===== config.mk =====
export PLATFORM = sky130hd
export DESIGN_NAME = prog_loader_flat
export DESIGN_NICKNAME = d
export VERILOG_FILES = /design/src/rtl/prog_loader_if.sv /design/src/rtl/prog_loader.sv /design/src/flat_wrapper.sv
export SDC_FILE = /design/constraint.sdc
export NUM_CORES = 1
export LEC_CHECK = 0
export ABC_AREA = 1
export CORE_ASPECT_RATIO = 0.8
export CORE_MARGIN = 2
export CORE_UTILIZATION = 48
export CTS_BUF_LIST = sky130_fd_sc_hd__clkbuf_2 sky130_fd_sc_hd__clkbuf_4 sky130_fd_sc_hd__clkbuf_8
export DETAILED_ROUTE_END_ITERATION = 7
export PLACE_DENSITY = 0.78
export SYNTH_ARGS = -nofsm -noshare
export SYNTH_HDL_FRONTEND = slang
export SYNTH_SLANG_ARGS = --single-unit

===== constraint.sdc =====
create_clock -name clk -period 5.5 [get_ports clk]
set_clock_uncertainty 0.15 [all_clocks]
set_input_delay 0.825 -clock clk [delete_from_list [all_inputs] [get_ports clk]]
set_output_delay 0.825 -clock clk [all_outputs]
set_load 0.005 [all_outputs]

===== src/rtl/prog_loader_if.sv =====
// Program-load bus between the serial loader and the UltraTiny CPU.
// It carries the UART line into the loader, and the memory-write and run-control signals out of it.
interface prog_loader_if;
  logic       rx;
  logic       load_mode;
  logic [3:0] load_addr;
  logic [7:0] load_data;
  logic       cpu_run;
  logic       busy;
  logic       done;
  logic       err;

  modport master (
    input  rx,
    output load_mode, load_addr, load_data, cpu_run, busy, done, err
  );

  modport slave (
    output rx,
    input  load_mode, load_addr, load_data, cpu_run, busy, done, err
  );
endinterface


===== src/rtl/prog_loader.sv =====
// Serial program loader for the UltraTiny CPU.
// It receives a framed image over 8N1 UART (sync, count, data bytes, checksum) and writes each data
// byte into CPU memory. It holds the CPU until a frame with a matching checksum has been loaded.
module prog_loader #(
  parameter int         CLKS_PER_BIT = 16,
  parameter logic [7:0] SYNC_BYTE    = 8'hA5
) (
  input  logic          clk,
  input  logic          rst,
  prog_loader_if.master bus
);

  localparam int            CW       = $clog2(CLKS_PER_BIT);
  localparam logic [CW-1:0] CNT_FULL = CW'(CLKS_PER_BIT - 1);
  localparam logic [CW-1:0] CNT_HALF = CW'(CLKS_PER_BIT / 2 - 1);

  typedef enum logic [1:0] {R_IDLE, R_START, R_DATA, R_STOP} rx_state_t;
  typedef enum logic [1:0] {F_IDLE, F_COUNT, F_DATA, F_CHECK} frame_state_t;

  logic rx_meta, rx_sync, rx_prev;

  rx_state_t     rx_state, rx_state_n;
  logic [CW-1:0] bit_cnt, bit_cnt_n;
  logic [2:0]    bit_idx, bit_idx_n;
  logic [7:0]    shift, shift_n;
  logic          byte_valid, byte_valid_n;
  logic          frame_err, frame_err_n;

  frame_state_t f_state, f_state_n;
  logic [4:0]   f_count, f_count_n;
  logic [4:0]   f_idx, f_idx_n;
  logic [7:0]   f_sum, f_sum_n;
  logic         lm_q, lm_n;
  logic [3:0]   la_q, la_n;
  logic [7:0]   ld_q, ld_n;
  logic         run_q, run_n;
  logic         busy_q, busy_n;
  logic         done_q, done_n;
  logic         err_q, err_n;

  // Two-flop synchroniser on rx, plus a delayed copy for falling-edge detection.
  // The flops reset to 0, so a line held low across reset never looks like a start bit.
  always_ff @(posedge clk or posedge rst) begin
    if (rst) begin
      rx_meta <= 1'b0;
      rx_sync <= 1'b0;
      rx_prev <= 1'b0;
    end else begin
      rx_meta <= bus.rx;
      rx_sync <= rx_meta;
      rx_prev <= rx_sync;
    end
  end

  // Byte engine state register.
  always_ff @(posedge clk or posedge rst) begin
    if (rst) begin
      rx_state   <= R_IDLE;
      bit_cnt    <= '0;
      bit_idx    <= '0;
      shift      <= '0;
      byte_valid <= 1'b0;
      frame_err  <= 1'b0;
    end else begin
      rx_state   <= rx_state_n;
      bit_cnt    <= bit_cnt_n;
      bit_idx    <= bit_idx_n;
      shift      <= shift_n;
      byte_valid <= byte_valid_n;
      frame_err  <= frame_err_n;
    end
  end

  // Byte engine next state. It re-checks the start bit at half a bit time, shifts data bits in LSB first,
  // and pulses byte_valid or frame_err once the stop bit has been sampled.
  always_comb begin
    rx_state_n   = rx_state;
    bit_cnt_n    = bit_cnt;
    bit_idx_n    = bit_idx;
    shift_n      = shift;
    byte_valid_n = 1'b0;
    frame_err_n  = 1'b0;
    case (rx_state)
      R_IDLE: begin
        if (rx_prev && !rx_sync) begin
          rx_state_n = R_START;
          bit_cnt_n  = '0;
        end
      end
      R_START: begin
        if (bit_cnt == CNT_HALF) begin
          bit_cnt_n = '0;
          if (!rx_sync) begin
            rx_state_n = R_DATA;
            bit_idx_n  = '0;
          end else begin
            rx_state_n = R_IDLE;
          end
        end else begin
          bit_cnt_n = bit_cnt + CW'(1);
        end
      end
      R_DATA: begin
        if (bit_cnt == CNT_FULL) begin
          bit_cnt_n = '0;
          shift_n   = {rx_sync, shift[7:1]};
          if (bit_idx == 3'd7) begin
            rx_state_n = R_STOP;
          end else begin
            bit_idx_n = bit_idx + 3'd1;
          end
        end else begin
          bit_cnt_n = bit_cnt + CW'(1);
        end
      end
      R_STOP: begin
        if (bit_cnt == CNT_FULL) begin
          bit_cnt_n  = '0;
          rx_state_n = R_IDLE;
          if (rx_sync) begin
            byte_valid_n = 1'b1;
          end else begin
            frame_err_n = 1'b1;
          end
        end else begin
          bit_cnt_n = bit_cnt + CW'(1);
        end
      end
      default: rx_state_n = R_IDLE;
    endcase
  end

  // Frame state register and the registered CPU-facing outputs.
  always_ff @(posedge clk or posedge rst) begin
    if (rst) begin
      f_state <= F_IDLE;
      f_count <= '0;
      f_idx   <= '0;
      f_sum   <= '0;
      lm_q    <= 1'b0;
      la_q    <= '0;
      ld_q    <= '0;
      run_q   <= 1'b0;
      busy_q  <= 1'b0;
      done_q  <= 1'b0;
      err_q   <= 1'b0;
    end else begin
      f_state <= f_state_n;
      f_count <= f_count_n;
      f_idx   <= f_idx_n;
      f_sum   <= f_sum_n;
      lm_q    <= lm_n;
      la_q    <= la_n;
      ld_q    <= ld_n;
      run_q   <= run_n;
      busy_q  <= busy_n;
      done_q  <= done_n;
      err_q   <= err_n;
    end
  end

  // Frame parser. A framing error inside a frame aborts it, drops busy and the write strobe, and flags err.
  // Outside a frame, framing errors and non-sync bytes are ignored.
  always_comb begin
    f_state_n = f_state;
    f_count_n = f_count;
    f_idx_n   = f_idx;
    f_sum_n   = f_sum;
    lm_n      = lm_q;
    la_n      = la_q;
    ld_n      = ld_q;
    run_n     = run_q;
    busy_n    = busy_q;
    done_n    = 1'b0;
    err_n     = err_q;
    if (frame_err && f_state != F_IDLE) begin
      f_state_n = F_IDLE;
      err_n     = 1'b1;
      busy_n    = 1'b0;
      lm_n      = 1'b0;
    end else if (byte_valid) begin
      case (f_state)
        F_IDLE: begin
          if (shift == SYNC_BYTE) begin
            f_state_n = F_COUNT;
            busy_n    = 1'b1;
            err_n     = 1'b0;
            run_n     = 1'b0;
          end
        end
        F_COUNT: begin
          if (shift != 8'd0 && shift <= 8'd16) begin
            f_count_n = shift[4:0];
            f_idx_n   = '0;
            f_sum_n   = '0;
            f_state_n = F_DATA;
          end else begin
            err_n     = 1'b1;
            busy_n    = 1'b0;
            f_state_n = F_IDLE;
          end
        end
        F_DATA: begin
          la_n    = f_idx[3:0];
          ld_n    = shift;
          lm_n    = 1'b1;
          f_sum_n = f_sum + shift;
          f_idx_n = f_idx + 5'd1;
          if (f_idx == f_count - 5'd1) begin
            f_state_n = F_CHECK;
          end
        end
        F_CHECK: begin
          lm_n      = 1'b0;
          busy_n    = 1'b0;
          f_state_n = F_IDLE;
          if (shift == f_sum) begin
            done_n = 1'b1;
            run_n  = 1'b1;
          end else begin
            err_n = 1'b1;
          end
        end
        default: f_state_n = F_IDLE;
      endcase
    end
  end

  assign bus.load_mode = lm_q;
  assign bus.load_addr = la_q;
  assign bus.load_data = ld_q;
  assign bus.cpu_run   = run_q;
  assign bus.busy      = busy_q;
  assign bus.done      = done_q;
  assign bus.err       = err_q;

endmodule


===== src/flat_wrapper.sv =====
// flat-port wrapper written by rule: the top's interface ports become plain ports
module prog_loader_flat 
#(
  parameter int         CLKS_PER_BIT = 16,
  parameter logic [7:0] SYNC_BYTE    = 8'hA5
)
  (clk, rst, bus_rx, bus_load_mode, bus_load_addr, bus_load_data, bus_cpu_run, bus_busy, bus_done, bus_err);
  prog_loader_if bus_i ();
  input  logic clk;
  input  logic rst;
  input wire logic [$bits(bus_i.rx)-1:0] bus_rx;
  output wire logic [$bits(bus_i.load_mode)-1:0] bus_load_mode;
  output wire logic [$bits(bus_i.load_addr)-1:0] bus_load_addr;
  output wire logic [$bits(bus_i.load_data)-1:0] bus_load_data;
  output wire logic [$bits(bus_i.cpu_run)-1:0] bus_cpu_run;
  output wire logic [$bits(bus_i.busy)-1:0] bus_busy;
  output wire logic [$bits(bus_i.done)-1:0] bus_done;
  output wire logic [$bits(bus_i.err)-1:0] bus_err;
  assign bus_i.rx = bus_rx;
  assign bus_load_mode = bus_i.load_mode;
  assign bus_load_addr = bus_i.load_addr;
  assign bus_load_data = bus_i.load_data;
  assign bus_cpu_run = bus_i.cpu_run;
  assign bus_busy = bus_i.busy;
  assign bus_done = bus_i.done;
  assign bus_err = bus_i.err;
  prog_loader #(.CLKS_PER_BIT(CLKS_PER_BIT), .SYNC_BYTE(SYNC_BYTE)) u_core (.clk(clk), .rst(rst), .bus(bus_i));
endmodule

==> impl_metrics.env <==
export IMPL_met2_usage=0.2773
export IMPL_finalMaxSlewViolations=0
export IMPL_path_max_fanout=2
export IMPL_power_mw=1.092
export IMPL_fp_dieW_microns=94.83
export IMPL_row_count=26
export IMPL_dp_hpwl_microns=4639
export IMPL_grt_max_degree=60
export IMPL_die_area_sq_mm=0.007270
export IMPL_yosysMostFrequentCell="nand2_1"
export IMPL_drt_iter0_markers=166
export IMPL_peakVddDrop_uv=196.3
export IMPL_drc=0
export IMPL_crit_slowest_cell="clkdlybuf4s50_1"
export IMPL_grt_pass1_vias=2385
export IMPL_synth_async_reset_ratio=1.000
export IMPL_finalSetupViolCount=0
export IMPL_antenna_left=0
export IMPL_yosysTopAreaCell="dfrtp_1"
export IMPL_antenna_found_initial=0
export IMPL_cts_setup_buffers=0
export IMPL_path_cells="clkdlybuf4s50_1"
export IMPL_clk_pin_slew_ns=0.07
export IMPL_cts_buffers=9
export IMPL_top_usage_layer="met1"
export IMPL_synth_area_leaders="dfrtp_1, nand2_1, inv_1"
export IMPL_die_h_microns=76.67
export IMPL_drtPass1Iterations=5
export IMPL_dp_cells=489
export IMPL_gr_usage_met1=0.2854
export IMPL_p_leak_nw=1.819
export IMPL_tns_ns=0
export IMPL_insertedDiodeCount=0
export IMPL_wl_per_cell_microns=12.53
export IMPL_arrival_ns=1.21
export IMPL_fin_cells=505
export IMPL_layout_drive_gt1_share=0.1116
export IMPL_cap_violations=0
export IMPL_crit_path_start_kind="flip-flop"
export IMPL_core_sq_mm=0.006376
export IMPL_grt_overflow=0
export IMPL_path_buf_inv=1
export IMPL_clk_path_buf_depth=2
export IMPL_period_needed_ns=2.183
export IMPL_slowest_delay_ns=0.51
export IMPL_grt_usage=0.1964
export IMPL_htreeDepth=3
export IMPL_drt_wl_total_microns=6328
export IMPL_port_buffers=19
export IMPL_yosys_warnings=0
export IMPL_grt_pass1_wl_microns=11100
export IMPL_syn_avg_cell_area_sq_um=8.123
export IMPL_nNetsFinal=432
export IMPL_ys_types=32
export IMPL_syn_num_nets=406
export IMPL_status="finished, final reports clean"
export IMPL_synthFlopType="dfrtp_1"
export IMPL_required_ns=4.53
export IMPL_cts_sinks=59
export IMPL_clk_insertion_delay_late_ns=0.34
export IMPL_max_clock_freq_ghz=0.4582
export IMPL_initial_utilization=0.4969
export IMPL_final_util=0.5797
export IMPL_cts_root_buffer="clkbuf_8"
export IMPL_hold_ws_ns=0.1994
export IMPL_path_class="reg -> out"
export IMPL_use_met3=0.06974
export IMPL_place_gp_congestion=0.8790
export IMPL_syn_inst=390
export IMPL_syn_area_sq_mm=0.003168
export IMPL_slew_headroom=0.5152
export IMPL_vias=2577
export IMPL_cts_tree="done"
export IMPL_fill_cells=581
export IMPL_synth_edf_count=0
export IMPL_hp_class="reg -> reg"
export IMPL_p_per_area_mw_per_mm2=295.5
export IMPL_areaGrowthSynthToFinish_pct=16.67
export IMPL_period_share=0.3969
export IMPL_regArea_sq_mm=0.001476
export IMPL_hold_buffers=0
export IMPL_worst_pin_slew_ns=0.7272
export IMPL_ys_seq_area_frac=0.4660
export IMPL_ys_ff_latch=59
export IMPL_synth_common_cells="nand2_1, dfrtp_1, inv_1"
export IMPL_finalHoldViolations=0
export IMPL_vias_per_cell=5.103
export IMPL_ios=20
export IMPL_crit_path_end_kind="output port"
export IMPL_path_delay_family="buffers and inverters"
export IMPL_ctsResizeCount=0
export IMPL_multi_input_area_sq_mm=0.001453
export IMPL_synth_top_area_share=0.4660
export IMPL_rsz0062_at_grt="false"
[stage by stage]
stage / cell area, sq um / setup slack [ns]
floorplan: 3168 / 3.069
global placement: 3422 / 3.451
detailed placement: 3422 / 3.443
CTS: 3696 / 3.299
global route: 3696 / 3.275
finish: 3696 / 3.317
[placed cells by master (no fill, tap or decap), drive strengths merged, types with 2 or more instances in the layout]
| cell | Yosys | routed |
|---|---|---|
| nor2 | 41 | 41 |
| inv | 50 | 50 |
| xor2 | 5 | 5 |
| clkbuf | 0 | 10 |
| o21ai | 47 | 47 |
| nor3 | 3 | 3 |
| o211ai | 3 | 3 |
| ha | 12 | 12 |
| xnor2 | 2 | 2 |
| a21oi | 8 | 8 |
| o21bai | 3 | 3 |
| clkdlybuf4s50 | 0 | 19 |
| bufinv | 0 | 4 |
| nand2 | 119 | 119 |
| dfrtp | 59 | 59 |
| nand4 | 3 | 3 |
| nand3 | 26 | 26 |
[routing by layer]
layer / share of wire / wire length [microns]
met5: 0 / 0
met2: 0.43 / 2722
met1: 0.50 / 3193
met4: 0.011 / 67
met3: 0.054 / 344
[sequential cells by signal, summed over array words and instances, names as in the netlist, named ones only]
| name | flops |
|---|---|
| u_core.bus.busy | 1 |
| u_core.byte_valid | 1 |
| u_core.bus.load_addr | 4 |
| u_core.bit_idx | 3 |
| u_core.rx_meta | 1 |
| u_core.bus.err | 1 |
| u_core.bit_cnt | 4 |
| u_core.bus.load_mode | 1 |
| u_core.f_idx | 5 |
| u_core.bus.done | 1 |
| u_core.bus.cpu_run | 1 |
| u_core.bus.load_data | 8 |
| u_core.f_count | 5 |
| u_core.rx_state | 1 |
| u_core.f_sum | 8 |
| u_core.rx_prev | 1 |
| u_core.shift | 8 |
| u_core.rx_sync | 1 |
| u_core.frame_err | 1 |
| u_core.f_state | 2 |
[report_power, final]
group	switching (mW)	internal, mW
combinational	0.0573	0.0289
sequential	0.0205	0.452
clock	0.174	0.360
[cell type report]
cell class              count  area share
flip-flops and latches     59      0.3995
inverters                  50     0.05146
well taps                  84     0.02844
clock buffers              10     0.03724
clock inverters             6     0.03690
multi-input cells         276      0.3930
repair buffers             20     0.05349
[cells by family after synthesis]
family / Yosys count / share of synthesized area
AO/OA/AOI/OAI: 63 / 0.1197
XOR/XNOR: 7 / 0.01935
adder cells (fa/ha/maj): 13 / 0.05371
buffers and inverters: 55 / 0.07543
flip-flops: 59 / 0.4660
AND/OR/NAND/NOR: 193 / 0.2658
[final timing paths]
check,start,end,slack (ns),depth (start not counted)
setup / recovery,u_core.bus.load_data[4],bus_load_data[4],3.32,1
max in group asynchronous,rst,u_core.shift[6],3.86,3
setup reg to reg,u_core.shift[0],u_core.f_sum[6],3.67,7
hold reg to reg,u_core.rx_meta,u_core.rx_sync,0.20,0
hold / removal,u_core.rx_meta,u_core.rx_sync,0.20,0
min in group asynchronous,rst,u_core.byte_valid,0.86,3
(Power assumes the default switching activity.)
